[config.mk]
export PLATFORM = sky130hd
export DESIGN_NAME = id_ex_pipe_reg_flat
export DESIGN_NICKNAME = d
export VERILOG_FILES = /design/src/rtl/id_ex_pipe_reg_if.sv /design/src/rtl/id_ex_pipe_reg.sv /design/src/flat_wrapper.sv
export SDC_FILE = /design/constraint.sdc
export NUM_CORES = 1
export LEC_CHECK = 0
export BUFFER_PORTS_ARGS = -buffer_cell sky130_fd_sc_hd__buf_2
export CORE_AREA = 2 2 240 242
export CTS_CLUSTER_DIAMETER = 200
export DETAILED_ROUTE_END_ITERATION = 7
export DIE_AREA = 0 0 242 244
export GPL_ROUTABILITY_DRIVEN = 0
export SLEW_MARGIN = 20
export SYNTH_ARGS = -nofsm -noshare
export SYNTH_HDL_FRONTEND = slang
export SYNTH_SLANG_ARGS = --single-unit
[constraint.sdc]
create_clock -name clk -period 2.5 [get_ports clk]
set_input_delay 0.25 -clock clk [delete_from_list [all_inputs] [get_ports clk]]
set_output_delay 0.25 -clock clk [all_outputs]
set_load 0.02 [all_outputs]
[src/rtl/id_ex_pipe_reg_if.sv]
// ID/EX boundary bundle: decoded ID fields in, registered EX fields and hazard status out.
// master drives the ID side and control (flush/hold); slave is the pipeline register itself.
interface id_ex_pipe_reg_if #(
  parameter int XLEN       = 64,
  parameter int REG_ADDR_W = 5,
  parameter int CNT_W      = 32
);
  logic                  id_valid;
  logic [6:0]            id_opcode;
  logic [7:0]            id_ctrl;
  logic [XLEN-1:0]       id_pc;
  logic [XLEN-1:0]       id_rs1_data;
  logic [XLEN-1:0]       id_rs2_data;
  logic [XLEN-1:0]       id_imm;
  logic [REG_ADDR_W-1:0] id_rs1;
  logic [REG_ADDR_W-1:0] id_rs2;
  logic [REG_ADDR_W-1:0] id_rd;
  logic [3:0]            id_funct;
  logic                  flush;
  logic                  hold;

  logic                  ex_valid;
  logic [7:0]            ex_ctrl;
  logic [XLEN-1:0]       ex_pc;
  logic [XLEN-1:0]       ex_rs1_data;
  logic [XLEN-1:0]       ex_rs2_data;
  logic [XLEN-1:0]       ex_imm;
  logic [REG_ADDR_W-1:0] ex_rs1;
  logic [REG_ADDR_W-1:0] ex_rs2;
  logic [REG_ADDR_W-1:0] ex_rd;
  logic [3:0]            ex_funct;
  logic                  id_stall;
  logic                  illegal;
  logic [CNT_W-1:0]      bubble_cnt;

  modport master (
    output id_valid, id_opcode, id_ctrl, id_pc, id_rs1_data, id_rs2_data, id_imm,
           id_rs1, id_rs2, id_rd, id_funct, flush, hold,
    input  ex_valid, ex_ctrl, ex_pc, ex_rs1_data, ex_rs2_data, ex_imm,
           ex_rs1, ex_rs2, ex_rd, ex_funct, id_stall, illegal, bubble_cnt
  );

  modport slave (
    input  id_valid, id_opcode, id_ctrl, id_pc, id_rs1_data, id_rs2_data, id_imm,
           id_rs1, id_rs2, id_rd, id_funct, flush, hold,
    output ex_valid, ex_ctrl, ex_pc, ex_rs1_data, ex_rs2_data, ex_imm,
           ex_rs1, ex_rs2, ex_rd, ex_funct, id_stall, illegal, bubble_cnt
  );
endinterface

[src/rtl/id_ex_pipe_reg.sv]
// ID/EX pipeline register with load-use bubble insertion, flush/hold and illegal-opcode squash.
// Optional macro BUBBLE_COUNT_EN builds the saturating load-use bubble counter; otherwise bubble_cnt is 0.
module id_ex_pipe_reg #(
  parameter int XLEN       = 64,
  parameter int REG_ADDR_W = 5,
  parameter int CNT_W      = 32
) (
  input  logic               clk,
  input  logic               rst_n,
  id_ex_pipe_reg_if.slave    bus
);

  localparam logic [6:0] op_rtype = 7'b0110011;
  localparam logic [6:0] op_load  = 7'b0000011;
  localparam logic [6:0] op_store = 7'b0100011;
  localparam logic [6:0] op_beq   = 7'b1100011;

  logic                  is_r, is_ld, is_sd, is_beq;
  logic                  legal, uses_rs2, load_use;
  logic                  capture, squash_illegal;

  logic                  ex_valid_r;
  logic [7:0]            ex_ctrl_r;
  logic [XLEN-1:0]       ex_pc_r, ex_rs1_data_r, ex_rs2_data_r, ex_imm_r;
  logic [REG_ADDR_W-1:0] ex_rs1_r, ex_rs2_r, ex_rd_r;
  logic [3:0]            ex_funct_r;
  logic                  illegal_r;

  assign is_r     = (bus.id_opcode == op_rtype);
  assign is_ld    = (bus.id_opcode == op_load);
  assign is_sd    = (bus.id_opcode == op_store);
  assign is_beq   = (bus.id_opcode == op_beq);
  assign legal    = is_r | is_ld | is_sd | is_beq;
  assign uses_rs2 = is_r | is_sd | is_beq;

  // Every legal opcode reads rs1; loads are the only ones that ignore rs2.
  assign load_use = ex_valid_r & ex_ctrl_r[4] & (ex_rd_r != '0) & bus.id_valid & legal &
                    ((ex_rd_r == bus.id_rs1) | (uses_rs2 & (ex_rd_r == bus.id_rs2)));

  assign bus.id_stall = (load_use | bus.hold) & ~bus.flush;

  assign capture        = ~bus.flush & ~bus.hold & ~load_use & bus.id_valid & legal;
  assign squash_illegal = ~bus.flush & ~bus.hold & bus.id_valid & ~legal;

  // Hold (without flush) is the only case that neither captures nor inserts a bubble.
  always_ff @(posedge clk or negedge rst_n) begin
    if (!rst_n) begin
      ex_valid_r    <= 1'b0;
      ex_ctrl_r     <= '0;
      ex_pc_r       <= '0;
      ex_rs1_data_r <= '0;
      ex_rs2_data_r <= '0;
      ex_imm_r      <= '0;
      ex_rs1_r      <= '0;
      ex_rs2_r      <= '0;
      ex_rd_r       <= '0;
      ex_funct_r    <= '0;
    end else if (capture) begin
      ex_valid_r    <= 1'b1;
      ex_ctrl_r     <= bus.id_ctrl;
      ex_pc_r       <= bus.id_pc;
      ex_rs1_data_r <= bus.id_rs1_data;
      ex_rs2_data_r <= bus.id_rs2_data;
      ex_imm_r      <= bus.id_imm;
      ex_rs1_r      <= bus.id_rs1;
      ex_rs2_r      <= bus.id_rs2;
      ex_rd_r       <= bus.id_rd;
      ex_funct_r    <= bus.id_funct;
    end else if (bus.flush || !bus.hold) begin
      ex_valid_r    <= 1'b0;
      ex_ctrl_r     <= '0;
      ex_pc_r       <= '0;
      ex_rs1_data_r <= '0;
      ex_rs2_data_r <= '0;
      ex_imm_r      <= '0;
      ex_rs1_r      <= '0;
      ex_rs2_r      <= '0;
      ex_rd_r       <= '0;
      ex_funct_r    <= '0;
    end
  end

  always_ff @(posedge clk or negedge rst_n) begin
    if (!rst_n) illegal_r <= 1'b0;
    else        illegal_r <= squash_illegal;
  end

`ifdef BUBBLE_COUNT_EN
  logic [CNT_W-1:0] bubble_q;

  always_ff @(posedge clk or negedge rst_n) begin
    if (!rst_n)
      bubble_q <= '0;
    else if (!bus.flush && !bus.hold && load_use && (bubble_q != '1))
      bubble_q <= bubble_q + 1'b1;
  end

  assign bus.bubble_cnt = bubble_q;
`else
  assign bus.bubble_cnt = '0;
`endif

  assign bus.ex_valid    = ex_valid_r;
  assign bus.ex_ctrl     = ex_ctrl_r;
  assign bus.ex_pc       = ex_pc_r;
  assign bus.ex_rs1_data = ex_rs1_data_r;
  assign bus.ex_rs2_data = ex_rs2_data_r;
  assign bus.ex_imm      = ex_imm_r;
  assign bus.ex_rs1      = ex_rs1_r;
  assign bus.ex_rs2      = ex_rs2_r;
  assign bus.ex_rd       = ex_rd_r;
  assign bus.ex_funct    = ex_funct_r;
  assign bus.illegal     = illegal_r;

endmodule

[src/flat_wrapper.sv]
// flat-port wrapper written by rule: the top's interface ports become plain ports
module id_ex_pipe_reg_flat 
#(
  parameter int XLEN       = 64,
  parameter int REG_ADDR_W = 5,
  parameter int CNT_W      = 32
)
  (clk, rst_n, bus_id_valid, bus_id_opcode, bus_id_ctrl, bus_id_pc, bus_id_rs1_data, bus_id_rs2_data, bus_id_imm, bus_id_rs1, bus_id_rs2, bus_id_rd, bus_id_funct, bus_flush, bus_hold, bus_ex_valid, bus_ex_ctrl, bus_ex_pc, bus_ex_rs1_data, bus_ex_rs2_data, bus_ex_imm, bus_ex_rs1, bus_ex_rs2, bus_ex_rd, bus_ex_funct, bus_id_stall, bus_illegal, bus_bubble_cnt);
  id_ex_pipe_reg_if #(.XLEN(XLEN), .REG_ADDR_W(REG_ADDR_W), .CNT_W(CNT_W)) bus_i ();
  input  logic clk;
  input  logic rst_n;
  input wire logic [$bits(bus_i.id_valid)-1:0] bus_id_valid;
  input wire logic [$bits(bus_i.id_opcode)-1:0] bus_id_opcode;
  input wire logic [$bits(bus_i.id_ctrl)-1:0] bus_id_ctrl;
  input wire logic [$bits(bus_i.id_pc)-1:0] bus_id_pc;
  input wire logic [$bits(bus_i.id_rs1_data)-1:0] bus_id_rs1_data;
  input wire logic [$bits(bus_i.id_rs2_data)-1:0] bus_id_rs2_data;
  input wire logic [$bits(bus_i.id_imm)-1:0] bus_id_imm;
  input wire logic [$bits(bus_i.id_rs1)-1:0] bus_id_rs1;
  input wire logic [$bits(bus_i.id_rs2)-1:0] bus_id_rs2;
  input wire logic [$bits(bus_i.id_rd)-1:0] bus_id_rd;
  input wire logic [$bits(bus_i.id_funct)-1:0] bus_id_funct;
  input wire logic [$bits(bus_i.flush)-1:0] bus_flush;
  input wire logic [$bits(bus_i.hold)-1:0] bus_hold;
  output wire logic [$bits(bus_i.ex_valid)-1:0] bus_ex_valid;
  output wire logic [$bits(bus_i.ex_ctrl)-1:0] bus_ex_ctrl;
  output wire logic [$bits(bus_i.ex_pc)-1:0] bus_ex_pc;
  output wire logic [$bits(bus_i.ex_rs1_data)-1:0] bus_ex_rs1_data;
  output wire logic [$bits(bus_i.ex_rs2_data)-1:0] bus_ex_rs2_data;
  output wire logic [$bits(bus_i.ex_imm)-1:0] bus_ex_imm;
  output wire logic [$bits(bus_i.ex_rs1)-1:0] bus_ex_rs1;
  output wire logic [$bits(bus_i.ex_rs2)-1:0] bus_ex_rs2;
  output wire logic [$bits(bus_i.ex_rd)-1:0] bus_ex_rd;
  output wire logic [$bits(bus_i.ex_funct)-1:0] bus_ex_funct;
  output wire logic [$bits(bus_i.id_stall)-1:0] bus_id_stall;
  output wire logic [$bits(bus_i.illegal)-1:0] bus_illegal;
  output wire logic [$bits(bus_i.bubble_cnt)-1:0] bus_bubble_cnt;
  assign bus_i.id_valid = bus_id_valid;
  assign bus_i.id_opcode = bus_id_opcode;
  assign bus_i.id_ctrl = bus_id_ctrl;
  assign bus_i.id_pc = bus_id_pc;
  assign bus_i.id_rs1_data = bus_id_rs1_data;
  assign bus_i.id_rs2_data = bus_id_rs2_data;
  assign bus_i.id_imm = bus_id_imm;
  assign bus_i.id_rs1 = bus_id_rs1;
  assign bus_i.id_rs2 = bus_id_rs2;
  assign bus_i.id_rd = bus_id_rd;
  assign bus_i.id_funct = bus_id_funct;
  assign bus_i.flush = bus_flush;
  assign bus_i.hold = bus_hold;
  assign bus_ex_valid = bus_i.ex_valid;
  assign bus_ex_ctrl = bus_i.ex_ctrl;
  assign bus_ex_pc = bus_i.ex_pc;
  assign bus_ex_rs1_data = bus_i.ex_rs1_data;
  assign bus_ex_rs2_data = bus_i.ex_rs2_data;
  assign bus_ex_imm = bus_i.ex_imm;
  assign bus_ex_rs1 = bus_i.ex_rs1;
  assign bus_ex_rs2 = bus_i.ex_rs2;
  assign bus_ex_rd = bus_i.ex_rd;
  assign bus_ex_funct = bus_i.ex_funct;
  assign bus_id_stall = bus_i.id_stall;
  assign bus_illegal = bus_i.illegal;
  assign bus_bubble_cnt = bus_i.bubble_cnt;
  id_ex_pipe_reg #(.XLEN(XLEN), .REG_ADDR_W(REG_ADDR_W), .CNT_W(CNT_W)) u_core (.clk(clk), .rst_n(rst_n), .bus(bus_i));
endmodule
==> out/qor.csv <==
metric,value,unit
"Clk pin slew, worst setup/hold paths",0.06,ns
clock sink count,285,
fmax,0.415,GHz
Syn Area/Cell,9.06,um^2
first-pass GRT wire length,94600,um
Setup crit end kind,primary output,
most common cell in the netlist,nand2_1,
initial antenna violation count,4,
Post-Syn Instances,1669,
Critical Path AT,2.16,ns
ys flop type,dfrtp_1,
drt initial violations,933,
placed insts,2886,
layout cell share with drive strength beyond 1,29.1,%
RSZ-0062 raised after global routing,false,
initial core utilization,26.9,%
Hold Fails Final Rpt,0,
Reg area,7140,um^2
Detailed Route WL,59500,um
Slew Limit Headroom,43.6,%
pre-CTS setup slack,0.187,ns
CTS root buf,clkbuf_16,
first-pass detailed-route iteration total,5,
Die X,242,um
nets@finish,2751,
Fillers,5341,
total CTS buffers,35,
Clock Latency Late Sink,0.54,ns
Max Cap Viol,0,
mapped cell area,15100,um^2
Pwr Density,486,nW/um^2
Total Power,11.3,mW
total track usage,19.4,%
Least-Margin Pin Slew,0.846,ns
worst vdd ir,0.318,mV
"Seq/Total Area, Yosys",47.2,%
setup violators final,0,
full die area,59000,um^2
Pleak,10.9,nW
largest cells by area after synthesis,"dfrtp_1 47%, a41oi_1 16%, and2_1 12%",
Hold Path Class,primary input to register,
ys async rst share,100,%
area growth from synthesis to layout,53.2,%
Final WS setup,0.0898,ns
vias per cell,5.13,
Worst Skew,0.0173,ns
FP Rows,87,
outcome,completed,
post-route setup TNS,0,ns
"area leader, netlist",dfrtp_1,
Post-synth EDFFs,0,
Die Y-Extent,244,um
largest net degree at the start of global routing,145,
Crit Path Class,register to primary output,
post-synth top area share,47.2,%
Non-Filler Instances,3236,
vias in the first global route,16900,
synth cell count leaders,"287 x nand2_1, 285 x dfrtp_1, 283 x a41oi_1, 283 x and2_1, 196 x o21ai_0",
H-Tree Depth,2,
core footprint,56200,um^2
CTS tree,yes,
Worst setup SP type,register,
distinct cell type count after synthesis,27,
GR Overflow Total,0,
"critical path fanouts, max",5,
DRC viols,0,
CP required,2.25,ns
Multi-input gate area,7140,um^2
CTS max path bufs,3,
yosys warns,0,
DR WL/cell,18.4,um
worst hold slack,0.0424,ns
# port buffers,580,
Post-DP HPWL,37900,um
Pins Over Slew Limit,0,
Seq cells post-synth,285,
Antenna Violating Nets Remaining,0,
IO Count,613,
Tcrit/Tclk final,96.4,%
Vias,16600,
shortest period the worst path allows,2.41,ns
## metal layers
metal / up-vias / GRT usage [%] / share of wire, %
met5: - / 0 / 0
li1: 7582 / - / -
met4: 0 / 8.59 / 4.5
met2: 805 / 31.7 / 48
met3: 175 / 4.32 / 7.3
met1: 8043 / 24.7 / 41
## area by class of cell
type | instances | area share [%]
tap | 756 | 4.08
multi-input combinational | 1195 | 30.8
sequential | 285 | 30.8
timing repair buffer | 939 | 29.0
antenna | 5 | 0.0540
clock buffer | 50 | 4.64
clock inverter | 6 | 0.562
## stage by stage
stage / util (%) / cell area, um^2
floorplan: - / 15200
global placement: 33.9 / 19000
detailed placement: 33.9 / 19000
CTS: 41.1 / 23100
global route: 41.2 / 23200
finish: 41.2 / 23200
## critical path, stage by stage (launching register included)
cell	delay (ns)
dfrtp_2	0.44
or4_4	0.54
o2111ai_4	0.23
nor3b_1	0.10
a21o_1	0.18
buf_4	0.16
## power breakdown
group	switching [mW]	internal (mW)	total, mW
Combinational	0.646	0.568	1.21
Clock	2.02	3.37	5.40
Sequential	0.0147	4.64	4.66
Total	2.69	8.58	11.3
## repair_timing
| item | in CTS | in global routing |
|---|---|---|
| setup buffers | 2 | 5 |
| endpoints found under the hold margin | 331 | 0 |
| pin swaps | 3 | 2 |
| hold buffers | 282 | 0 |
| setup endpoints to repair | 1 | 1 |
| gates resized for setup | 5 | 2 |
## cells by family after synthesis
| family | count (synthesis) | synth area share, % |
|---|---|---|
| flops | 285 | 47.2 |
| xor+xnor | 10 | 0.579 |
| buf+inv | 220 | 6.80 |
| compound gates | 573 | 26.2 |
| simple gates | 580 | 19.3 |
| other cells | 1 | 0.0248 |
## worst paths after layout
kind | start | endpoint | slack (ns) | cells past startpoint
worst max register to register | u_core.bus.ex_rd[3] | u_core.bus.ex_pc[35] | 0.19 | 7
worst min-delay path | bus_id_rs2[4] | u_core.bus.ex_rs2[4] | 0.04 | 3
min in group asynchronous | rst_n | u_core.bus.ex_imm[17] | 0.26 | 2
worst min register to register | u_core.bus.ex_pc[60] | u_core.bus.ex_pc[60] | 0.58 | 3
worst max-delay path | u_core.bus.ex_rd[3] | bus_id_stall | 0.09 | 5
max in group asynchronous | rst_n | u_core.bus.ex_rs1_data[51] | 1.40 | 3
## placed cells by master (no fill, tap or decap), types with 2 or more instances in the layout
| cell | count |
|---|---|
| bufinv_16 | 4 |
| nand3_1 | 2 |
| conb_1 | 32 |
| dfrtp_2 | 3 |
| dfrtp_1 | 282 |
| a41oi_1 | 283 |
| nand2_1 | 287 |
| buf_12 | 32 |
| buf_4 | 45 |
| clkbuf_8 | 10 |
| diode_2 | 5 |
| clkbuf_16 | 37 |
| clkbuf_1 | 3 |
| o21ai_1 | 87 |
| o21ai_0 | 196 |
| and2_1 | 283 |
| clkinv_2 | 2 |
| dlygate4sd3_1 | 282 |
| xnor2_1 | 9 |
| buf_2 | 578 |
## flip-flops by register name, indices dropped and copies added, names as in the netlist
signal / count
u_core.bus.ex_valid: 1
u_core.bus.ex_rd: 5
u_core.bus.ex_pc: 64
u_core.bus.ex_rs2: 5
u_core.bus.ex_rs1_data: 64
u_core.bus.illegal: 1
u_core.bus.ex_rs1: 5
u_core.bus.ex_imm: 64
u_core.bus.ex_ctrl: 8
u_core.bus.ex_rs2_data: 64
u_core.bus.ex_funct: 4
Power figures use the tool's default switching activity.
